===== src/rtl/mem_port_arbiter.sv =====
// rtl/mem_port_arbiter.sv - shares one single-port memory between instruction fetch and data access
// Data has fixed priority; fetch is forced through after MAX_WAIT consecutive denials.
module mem_port_arbiter #(
   parameter int ADDR_W   = 32,
   parameter int DATA_W   = 32,
   parameter int MEM_LAT  = 1,
   parameter int MAX_WAIT = 4
) (
   input  logic              clk,
   input  logic              rst_n,
   input  logic              if_req,
   input  logic [ADDR_W-1:0] if_addr,
   output logic              if_gnt,
   output logic              if_rvalid,
   output logic [DATA_W-1:0] if_rdata,
   input  logic              d_req,
   input  logic              d_we,
   input  logic [ADDR_W-1:0] d_addr,
   input  logic [DATA_W-1:0] d_wdata,
   output logic              d_gnt,
   output logic              d_rvalid,
   output logic [DATA_W-1:0] d_rdata,
   output logic              mem_read_en,
   output logic              mem_write_en,
   output logic [ADDR_W-1:0] mem_addr,
   output logic [DATA_W-1:0] mem_write_data,
   input  logic [DATA_W-1:0] mem_read_data
);
   localparam int SW = $clog2(MAX_WAIT + 1);
   localparam int LW = $clog2(MEM_LAT + 1);

   typedef enum logic {IDLE = 1'b0, RD_WAIT = 1'b1} state_t;

   state_t        state, state_nx;
   logic [LW-1:0] lat_cnt;
   logic          owner;
   logic [SW-1:0] starve_cnt;
   logic          f_win, d_win, rd_issue, rd_done;

   // Gating with rst_n keeps grants and strobes low while reset is held.
   always_comb begin
      f_win = 1'b0;
      d_win = 1'b0;
      if (rst_n && state == IDLE) begin
         if (d_req && starve_cnt < SW'(MAX_WAIT)) d_win = 1'b1;
         else if (if_req)                         f_win = 1'b1;
         else if (d_req)                          d_win = 1'b1;
      end
   end

   assign rd_issue = f_win | (d_win & ~d_we);
   assign rd_done  = (state == RD_WAIT) && (lat_cnt == LW'(1));

   always_ff @(posedge clk or negedge rst_n) begin
      if (!rst_n) state <= IDLE;
      else        state <= state_nx;
   end

   always_comb begin
      state_nx = state;
      case (state)
         IDLE:    if (rd_issue) state_nx = RD_WAIT;
         RD_WAIT: if (rd_done)  state_nx = IDLE;
         default: state_nx = IDLE;
      endcase
   end

   always_comb begin
      if_gnt         = f_win;
      d_gnt          = d_win;
      mem_read_en    = rd_issue;
      mem_write_en   = d_win & d_we;
      mem_addr       = '0;
      mem_write_data = '0;
      if (f_win)      mem_addr = if_addr;
      else if (d_win) mem_addr = d_addr;
      if (d_win & d_we) mem_write_data = d_wdata;
   end

   always_ff @(posedge clk or negedge rst_n) begin
      if (!rst_n) begin
         lat_cnt   <= '0;
         owner     <= 1'b0;
         if_rvalid <= 1'b0;
         d_rvalid  <= 1'b0;
         if_rdata  <= '0;
         d_rdata   <= '0;
      end else begin
         if_rvalid <= 1'b0;
         d_rvalid  <= 1'b0;
         if (rd_issue) begin
            owner   <= d_win;
            lat_cnt <= LW'(MEM_LAT);
         end else if (state == RD_WAIT) begin
            lat_cnt <= lat_cnt - LW'(1);
            // Only the owner's data register is written; the other keeps its value.
            if (rd_done) begin
               if (owner) begin
                  d_rdata  <= mem_read_data;
                  d_rvalid <= 1'b1;
               end else begin
                  if_rdata  <= mem_read_data;
                  if_rvalid <= 1'b1;
               end
            end
         end
      end
   end

   always_ff @(posedge clk or negedge rst_n) begin
      if (!rst_n)                        starve_cnt <= '0;
      else if (!if_req || if_gnt)        starve_cnt <= '0;
      else if (starve_cnt < SW'(MAX_WAIT)) starve_cnt <= starve_cnt + SW'(1);
   end
endmodule


===== config.mk =====
export PLATFORM = sky130hd
export DESIGN_NAME = mem_port_arbiter
export DESIGN_NICKNAME = d
export VERILOG_FILES = /design/src/rtl/mem_port_arbiter.sv
export SDC_FILE = /design/constraint.sdc
export NUM_CORES = 1
export LEC_CHECK = 0
export ABC_AREA = 1
export ABC_CLOCK_PERIOD_IN_PS = 1860
export BUFFER_PORTS_ARGS = -buffer_cell sky130_fd_sc_hd__buf_2
export CORE_AREA = 2 2 103 105
export CTS_CLUSTER_SIZE = 20
export DETAILED_ROUTE_END_ITERATION = 8
export DIE_AREA = 0 0 105 107
export GPL_TIMING_DRIVEN = 0
export MAX_ROUTING_LAYER = met4
export PLACE_DENSITY = 0.82
export SYNTH_ARGS = -nofsm -noshare
export SYNTH_HDL_FRONTEND = slang
export SYNTH_SLANG_ARGS = --single-unit

===== constraint.sdc =====
create_clock -name clk -period 1.86 [get_ports clk]
set_input_delay 0.186 -clock clk [delete_from_list [all_inputs] [get_ports clk]]
set_output_delay 0.186 -clock clk [all_outputs]
set_load 0.03 [all_outputs]

-- Word level (Yosys, flattened, before mapping)
Index checks and enable logic that the tools add are counted.
W data, S select, Z words.
- register bits after elaboration: 72
- add/sub/neg operators: 2
- reductions and logical operators: 9
- bitwise operators: 7
- magnitude comparators: 1
- multiplexer cells: 25
- operators by type and width (operator ; count):
    $mux W32 ; 3
    $mux W1 ; 19
    $reduce_and A4 Y1 ; 2
    $mux W3 ; 2
    $not A1 Y1 ; 4
    $reduce_bool A2 Y1 ; 2
    $add A3 B1 Y3 const B ; 1
    $logic_and A1 B1 Y1 ; 3
    $lt A3 B3 Y1 const B ; 1
    $and A1 B1 Y1 ; 2
    $pmux W1 S2 ; 1
    $logic_not A1 Y1 ; 1
    $logic_or A1 B1 Y1 ; 1
    $or A1 B1 Y1 ; 1
    $sub A1 B1 Y1 const B ; 1

-- Depth between registers and ports, before layout
Gate-level depths: netlist (run 1).
- word-level depth: 8
- mapped depth: 7
- mapped depth without buffers: 6

-- Worst setup path before layout (run 1)
OpenSTA, ideal clock, no wires.
- kind: register -> output
- start point: reg state
- end point: out mem_write_data[10]
- data required time: 1674 ps
- setup slack: 38 ps
- arrival time: 1636 ps
- stages on the path, launching flop included: 7
- cells stage by stage: dfrtp_1 > nor2_4 > nand3_2 > nor2_2 > inv_2 > buf_6 > nor2_1
- cells in the longest elaborated chain, start to end: 5
- ends and longest elaborated chain (what ; line ; RTL):
    start: declaration ; 34 ; state_t state, state_nx;
    start signal: assignment ; 56 ; else state <= state_nx;
    $not A1 Y1 ; n/a ;
    $logic_and A1 B1 Y1 ; 44 ; if (rst_n && state == IDLE) begin
    $mux W1 ; 44 ;
    $and A1 B1 Y1 ; n/a ;
    net mem_write_en ; 24 ; output logic mem_write_en,
    $mux W32 ; 77 ; if (d_win & d_we) mem_write_data = d_wdata;
    end: declaration ; 26 ; output logic [DATA_W-1:0] mem_write_data,
The timed path passes the listed nets, and every way through them passes these cells.

-- Worst setup path after layout (run 1)
- start point: reg state
- end point: out mem_write_data[24]
- cells in the longest elaborated chain, start to end: 5
- ends and longest elaborated chain (what ; line):
    $not A1 Y1 ; n/a
    $logic_and A1 B1 Y1 ; 44
    $mux W1 ; 44
    $and A1 B1 Y1 ; 77
    $mux W32 ; 77
No other way between the ends.

==> metrics.txt, run 1 <==
area leader, netlist dfrtp_1; vias in the first global route 3,640; failing checks hold timing, setup timing; Worst-Margin Slew around 0.5 ns; Routed WL per cell 14.0 µm; R2R Path Start state; initial drt markers 271; largest family of logic cells by synthesized area simple AND/OR/NAND/NOR gates; Yosys Warn Count 0; peak supply drop 0.787 mV; DIE AREA between 0.01 and 0.015 mm²; IO Pins between 200 and 300; Cell Count, Final, Fillers Out 878; Slew Limit Headroom approximately 66%; Inserted Diodes 0; gr ovfl total 0; final hold vios 72; WL final ~12,000 µm; final core occ between 50% and 60%; Tcrit/Tclk final 107%; Root Buffer clkbuf_8; Crit Path Category reg -> out; pwr dens between 1000 and 1500 mW/mm²; Layout Skew 0.0131 ns; die span in x 105 µm; Antenna Violating Nets Remaining 0; Critical Path End Type output pin; Synth Area in Compound Gates between 10% and 20%; worst setup margin -0.135 ns; HPWL Detailed 9140 µm; H-tree depth 3; placed cells around 860; first drt pass iteration count 4; register area share after synthesis between 40% and 50%; status complete, but fails checks; input/output buffers 266; Clock Sinks 72; RSZ-0062 raised after global routing true; Die H between 100 and 150 µm; P&R area growth vs syn 60.9%; Tot Pwr between 8 and 9 mW; max_cap viols 0; Seq cells post-synth 72; number of antenna violations at the first check in global routing 0; Setup crit end mem_write_data[24]; simple-gate area share of the yosys netlist a little under a quarter; Reg clk slew, reported paths 0.08 ns; CP Launch Point state; Final setup viols 30; Final min period around 2 ns; count of final max-slew check failures 0; nets 871; R2R setup slack ~0.41 ns; Crit Reg-Reg Endpoint d_rdata[1]; Starting Density a little over a third; leak pwr 3.50 nW; xor/xnor share of the synthesized area 0%; setup TNS -1.12 ns; post-synth top area share 49.8%; CORE AREA just over 0.01 mm²; top post-synthesis cells by area dfrtp_1 50%, nand2_1 18%, o21ai_2 9.0%, inv_1 7.8%, buf_6 4.0%; Unique masters post-synth 21; post-synthesis adder-cell area fraction 0.346%; clock buffer depth 2; Tot GR Track Use a little over a fifth; global-route wire length before repair between 15,000 and 20,000 µm; gpl congestion slightly below 0.9; cts bufs inserted 9; Syn Nets ~600; largest net degree at the start of global routing 74; hold_ws -0.289 ns; mean post-synth cell area between 7 and 8 µm²; Crit path arrival time between 1.5 and 2 ns; layout cells sized above 1 around half; FF-to-FF path depth 6; Synth Cell Area 0.00362 mm²; clock tree from TritonCTS built; via count 3,972; post-synthesis mux area share 0%; worst-path fanout max 10; Min-Delay Path Class in -> async; f_max approximately 500 MHz; number of remaining DRC errors 0; Clk Latency, worst-skew pair ~0.35 ns; Cells after Synth roughly 450; row count 37; Worst EP required around 1.7 ns; type of origin of the critical path register; via/cell ratio approximately 4.5
cell type report:
class / instances / area, µm²
buffer: 23 / 251
clock inverter: 6 / 90.1
inverter: 77 / 299
timing repair buffer: 272 / 1670
clock buffer: 10 / 138
fill: 914 / 4270
multi-input combinational: 282 / 1400
tap: 136 / 170
sequential: 72 / 1800
per-stage QoR:
step / setup WS (ns) / hold slack (ns) / instance area (µm²)
global placement: -1.16 / 0.452 / 5120
global route: -0.167 / -0.268 / 5820
CTS: 0.00107 / -0.266 / 5420
finish: -0.135 / -0.289 / 5820
detailed placement: -0.609 / 0.370 / 5120
floorplan: 0.0377 / -0.110 / 3620
metal layers:
layer  routed length [µm]  up-vias  part of all wire [%]  global-route usage, %
li1                     -     1928                     -                      -
met1                 4770     1808                    39                   24.3
met2                 6390      211                    52                   36.3
met3                  852       25                   6.9                   3.16
met4                  317        0                   2.6                   9.05
met5                    0        -                     0                      -
placed cells by master (no fill, tap or decap):
master,n
o21a_1,1
o21ai_1,9
nand2_1,169
buf_8,4
o211ai_1,1
nor2_2,18
clkbuf_8,10
buf_16,1
bufinv_16,2
nor2_1,15
clkbuf_1,2
clkbuf_16,1
o21ai_2,37
nand2_2,2
a21oi_1,2
inv_1,74
clkbuf_4,13
ha_1,1
nand4_1,1
clkinv_2,1
dfrtp_1,72
clkinvlp_4,1
inv_4,2
buf_2,205
buf_6,42
buf_4,27
nor2_4,3
o21ai_0,18
nand3_4,2
clkinv_4,1
inv_6,2
nand3_1,3
cell families after synthesis:
family / count (synthesis)
DFF: 72
adders and majority gates: 1
AOI/OAI and AO/OA: 68
buffers and inverters: 100
and+or+nand+nor: 213
flip-flops by register name, summed over array words and instances, names as in the netlist:
name	cells
d_rdata	32
d_rvalid	1
if_rdata	32
if_rvalid	1
lat_cnt	1
owner	1
starve_cnt	3
state	1
synth_stat cells:
master	n
nand2_1	171
inv_1	75
dfrtp_1	72
o21ai_2	37
nor2_1	34
o21ai_0	18
buf_6	13
o21ai_1	9
buf_4	5
nand3_1	4
buf_2	3
a21oi_1	2
clkbuf_1	2
inv_2	2
ha_1	1
nand3_2	1
nand4_1	1
nor2_2	1
nor2_4	1
o211ai_1	1
o21a_1	1
worst min path at each step:
stage               slack [ns]  cells after the start           to               from
floorplan                -0.11                      0   d_rdata[0]              rst_n
global placement          0.45                      3  d_rdata[23]  mem_read_data[23]
detailed placement        0.37                      1  d_rdata[12]              rst_n
CTS                      -0.27                      1  if_rdata[9]              rst_n
global route             -0.27                      1  d_rdata[12]              rst_n
finish                   -0.29                      1  d_rdata[12]              rst_n
power by group:
part	internal (mW)	leakage (nW)	switching, mW
clock	0.796	0.113	0.617
combinational	1.38	2.50	2.92
sequential	2.29	0.886	0.383
total	4.46	3.50	3.92
critical path, cell delays in order, from the launching register on:
cell and delay, ns:
dfrtp_1 0.41, nor2_4 0.19, nand3_4 0.13, nor2_4 0.15
inv_4 0.07, buf_6 0.15, nor2_1 0.16, buf_4 0.20
what timing repair did:
action                     4_1_cts  5_1_grt
pin swaps                        1        2
setup endpoints to repair       68       61
gates cloned                     0        1
resized for setup               17      158
hold endpoints to repair        72       72
buffers inserted                 3        2
(Power assumes the default switching activity.)
==> run 2: changes to the inputs <==
==> constraint.sdc (replaced) <==
create_clock -name clk -period 1.86 [get_ports clk]
set_input_delay 0 -clock clk [delete_from_list [all_inputs] [get_ports clk]]
set_output_delay 0 -clock clk [all_outputs]
set_load 0.03 [all_outputs]
==> run 2 against run 1 <==
  * Setup slack gained 0.23 ns
  * Power shrank 0.13%
  * Count of clock-buffer cells in the layout is the same
  * Clock skew shrank 0.0015 ns
  * Critical path depth is the same
  * Final cell count grew 3.2%
  * The flow finishes with violations (hold timing)
  * Critical endpoint is now mem_write_data[30]
  * Maximum frequency grew 13%
  * Global-route usage grew 2.0 points
  * Non-clock buffer count grew 28
  * Largest power group unchanged
  * Combinational power shrank 1%
  * Sequential power is essentially flat
  * Cell area shrank 1.6%
==> metrics.txt, run 2 (same netlist as run 1, synthesis figures left out) <==
Crit path arrival time between 1.5 and 2 ns; nets 899; Comb pwr share about half; Die H roughly 110 µm; Critical Path End Type output pin; Worst EP required around 1.9 ns; Slew Limit Headroom between 60% and 70%; Crit Path Category reg -> out; Clk pwr share 17.0%; placed cells roughly 860; Clock Sinks a little over 70; Inserted Diodes 0; WL met2 ~6600 µm; RSZ-0062 raised after global routing true; leak pwr 3.58 nW; buffer and inverter count on the worst path 3; highest routing layer actually used met4; initial drt markers approximately 290; peak supply drop ~0.84 mV; share of power burned in registers between 30% and 40%; # fillers 902; H-tree depth 3; vias in the first global route about 4,000; sw frac about 48%; f_max between 500 and 600 MHz; cts bufs inserted 9; cells along the critical path nor2_4 -> nand3_4 -> nor2_2 -> inv_2 -> buf_6 -> nor2_1 -> buf_2; first drt pass iteration count 4; Cell Count, Final, Fillers Out about 910; Switch Pwr about 4 mW; clock tree from TritonCTS built; Metal-1 WL approximately 4900 µm; max_cap viols 0; global-route wire length before repair 19,600 µm; number of antenna violations at the first check in global routing 0; die span in x ~110 µm; CP max stage cell dfrtp_1; Final min period about 1.8 ns; FF+latch area 0.00180 mm²; cts hold-fix bufs 33; commonest cells after routing, fill and taps aside 260 x buf_2, 171 x nand2_1, 74 x inv_1; DIE AREA 0.0112 mm²; CORE AREA approximately 0.01 mm²; commonest non-fill, non-tap cell in the layout buf_2; via count approximately 4,000; layout cells sized above 1 a little under half; status complete, but fails checks; clock buffer depth 2; final core occ ~57%; Layout Skew 0.0116 ns; Final setup viols 0; final hold vios ~70; Tcrit/Tclk final approximately 95%; count of final max-slew check failures 0; gr ovfl total 0; multi-input logic area ~0.0013 mm²; Tot GR Track Use a little under a quarter; WL final roughly 13,000 µm; worst-path fanout max 10; Met3 Wirelength roughly 880 µm; IO Pins 267; Routed WL per cell around 14 µm; Tot Pwr about 8.4 mW; Int Pwr ~4.4 mW; input/output buffers 266; Crit path max-delay family simple AND/OR/NAND/NOR gates; P&R area growth vs syn 58.4%; type of origin of the critical path register; CP max stage delay 0.43 ns; R2R setup slack about 0.51 ns; Antenna Violating Nets Remaining 0; Clk Latency, worst-skew pair about 0.36 ns; via/cell ratio roughly 4.4; largest net degree at the start of global routing 74; Min-Delay Path Class in -> async; FF-to-FF path depth 5; Reg clk slew, reported paths 0.08 ns; Root Buffer clkbuf_8; number of remaining DRC errors 0; Crit. path cell count 7; row count 37; pwr dens approximately 1500 mW/mm²; Starting Density a little over a third; gpl congestion 0.884; biggest regs d_rdata: 32 flops, if_rdata: 32 flops, starve_cnt: 3 flops; Worst-Margin Slew roughly 0.54 ns; HPWL Detailed 9140 µm; hold_ws -0.401 ns; failing checks hold timing
run 2: path summary, 6_finish.rpt:
kind                               from            endpoint
setup reg to reg                  state          d_rdata[1]
max in group asynchronous         rst_n        if_rdata[25]
hold / removal                    rst_n        if_rdata[12]
min in group clk                   d_we               owner
hold reg to reg            if_rdata[30]        if_rdata[30]
setup / recovery                  state  mem_write_data[30]
run 2: final cells by class:
class	instances	area share, %
Timing Repair Buffer	300	29.5
Sequential cell	72	31.4
Inverter	77	5.09
Buffer	23	3.73
Clock inverter	6	1.57
Tap cell	136	2.97
Clock buffer	10	2.40
Multi-Input combinational cell	282	23.3
run 2: power groups by stage:
stage,Clock (mW),Combinational [mW],Sequential [mW]
finish,1.42,4.25,2.70
global route,1.51,4.53,2.77
CTS,1.43,4.21,2.67
detailed placement,0,4.14,2.70
global placement,0,4.07,2.66
floorplan,0,1.43,4.07
run 2: routing by layer:
layer  up-vias  GRT usage [%]
met2       204           41.1
met1      1798           25.6
met5         -              -
met3        27           3.59
met4         0           9.43
li1       1985              -
run 2: timing repair:
action,CTS,global route
buffers inserted,1,0
setup endpoints to repair,40,33
hold endpoints to repair,137,72
resized for setup,3,13
pin swaps,0,1
run 2: through the flow:
step | setup TNS, ns | setup WS, ns | hold WS, ns | cell area [µm²]
final | 0 | 0.0960 | -0.401 | 5730
after global routing | -0.0620 | -0.0106 | -0.361 | 5730
after CTS | 0 | 0.0241 | -0.331 | 5690
after detailed placement | -3.92 | -0.237 | 0.184 | 5120
after global placement | -41.50 | -0.788 | 0.266 | 5120
after floorplan | 0 | 0.224 | -0.296 | 3620
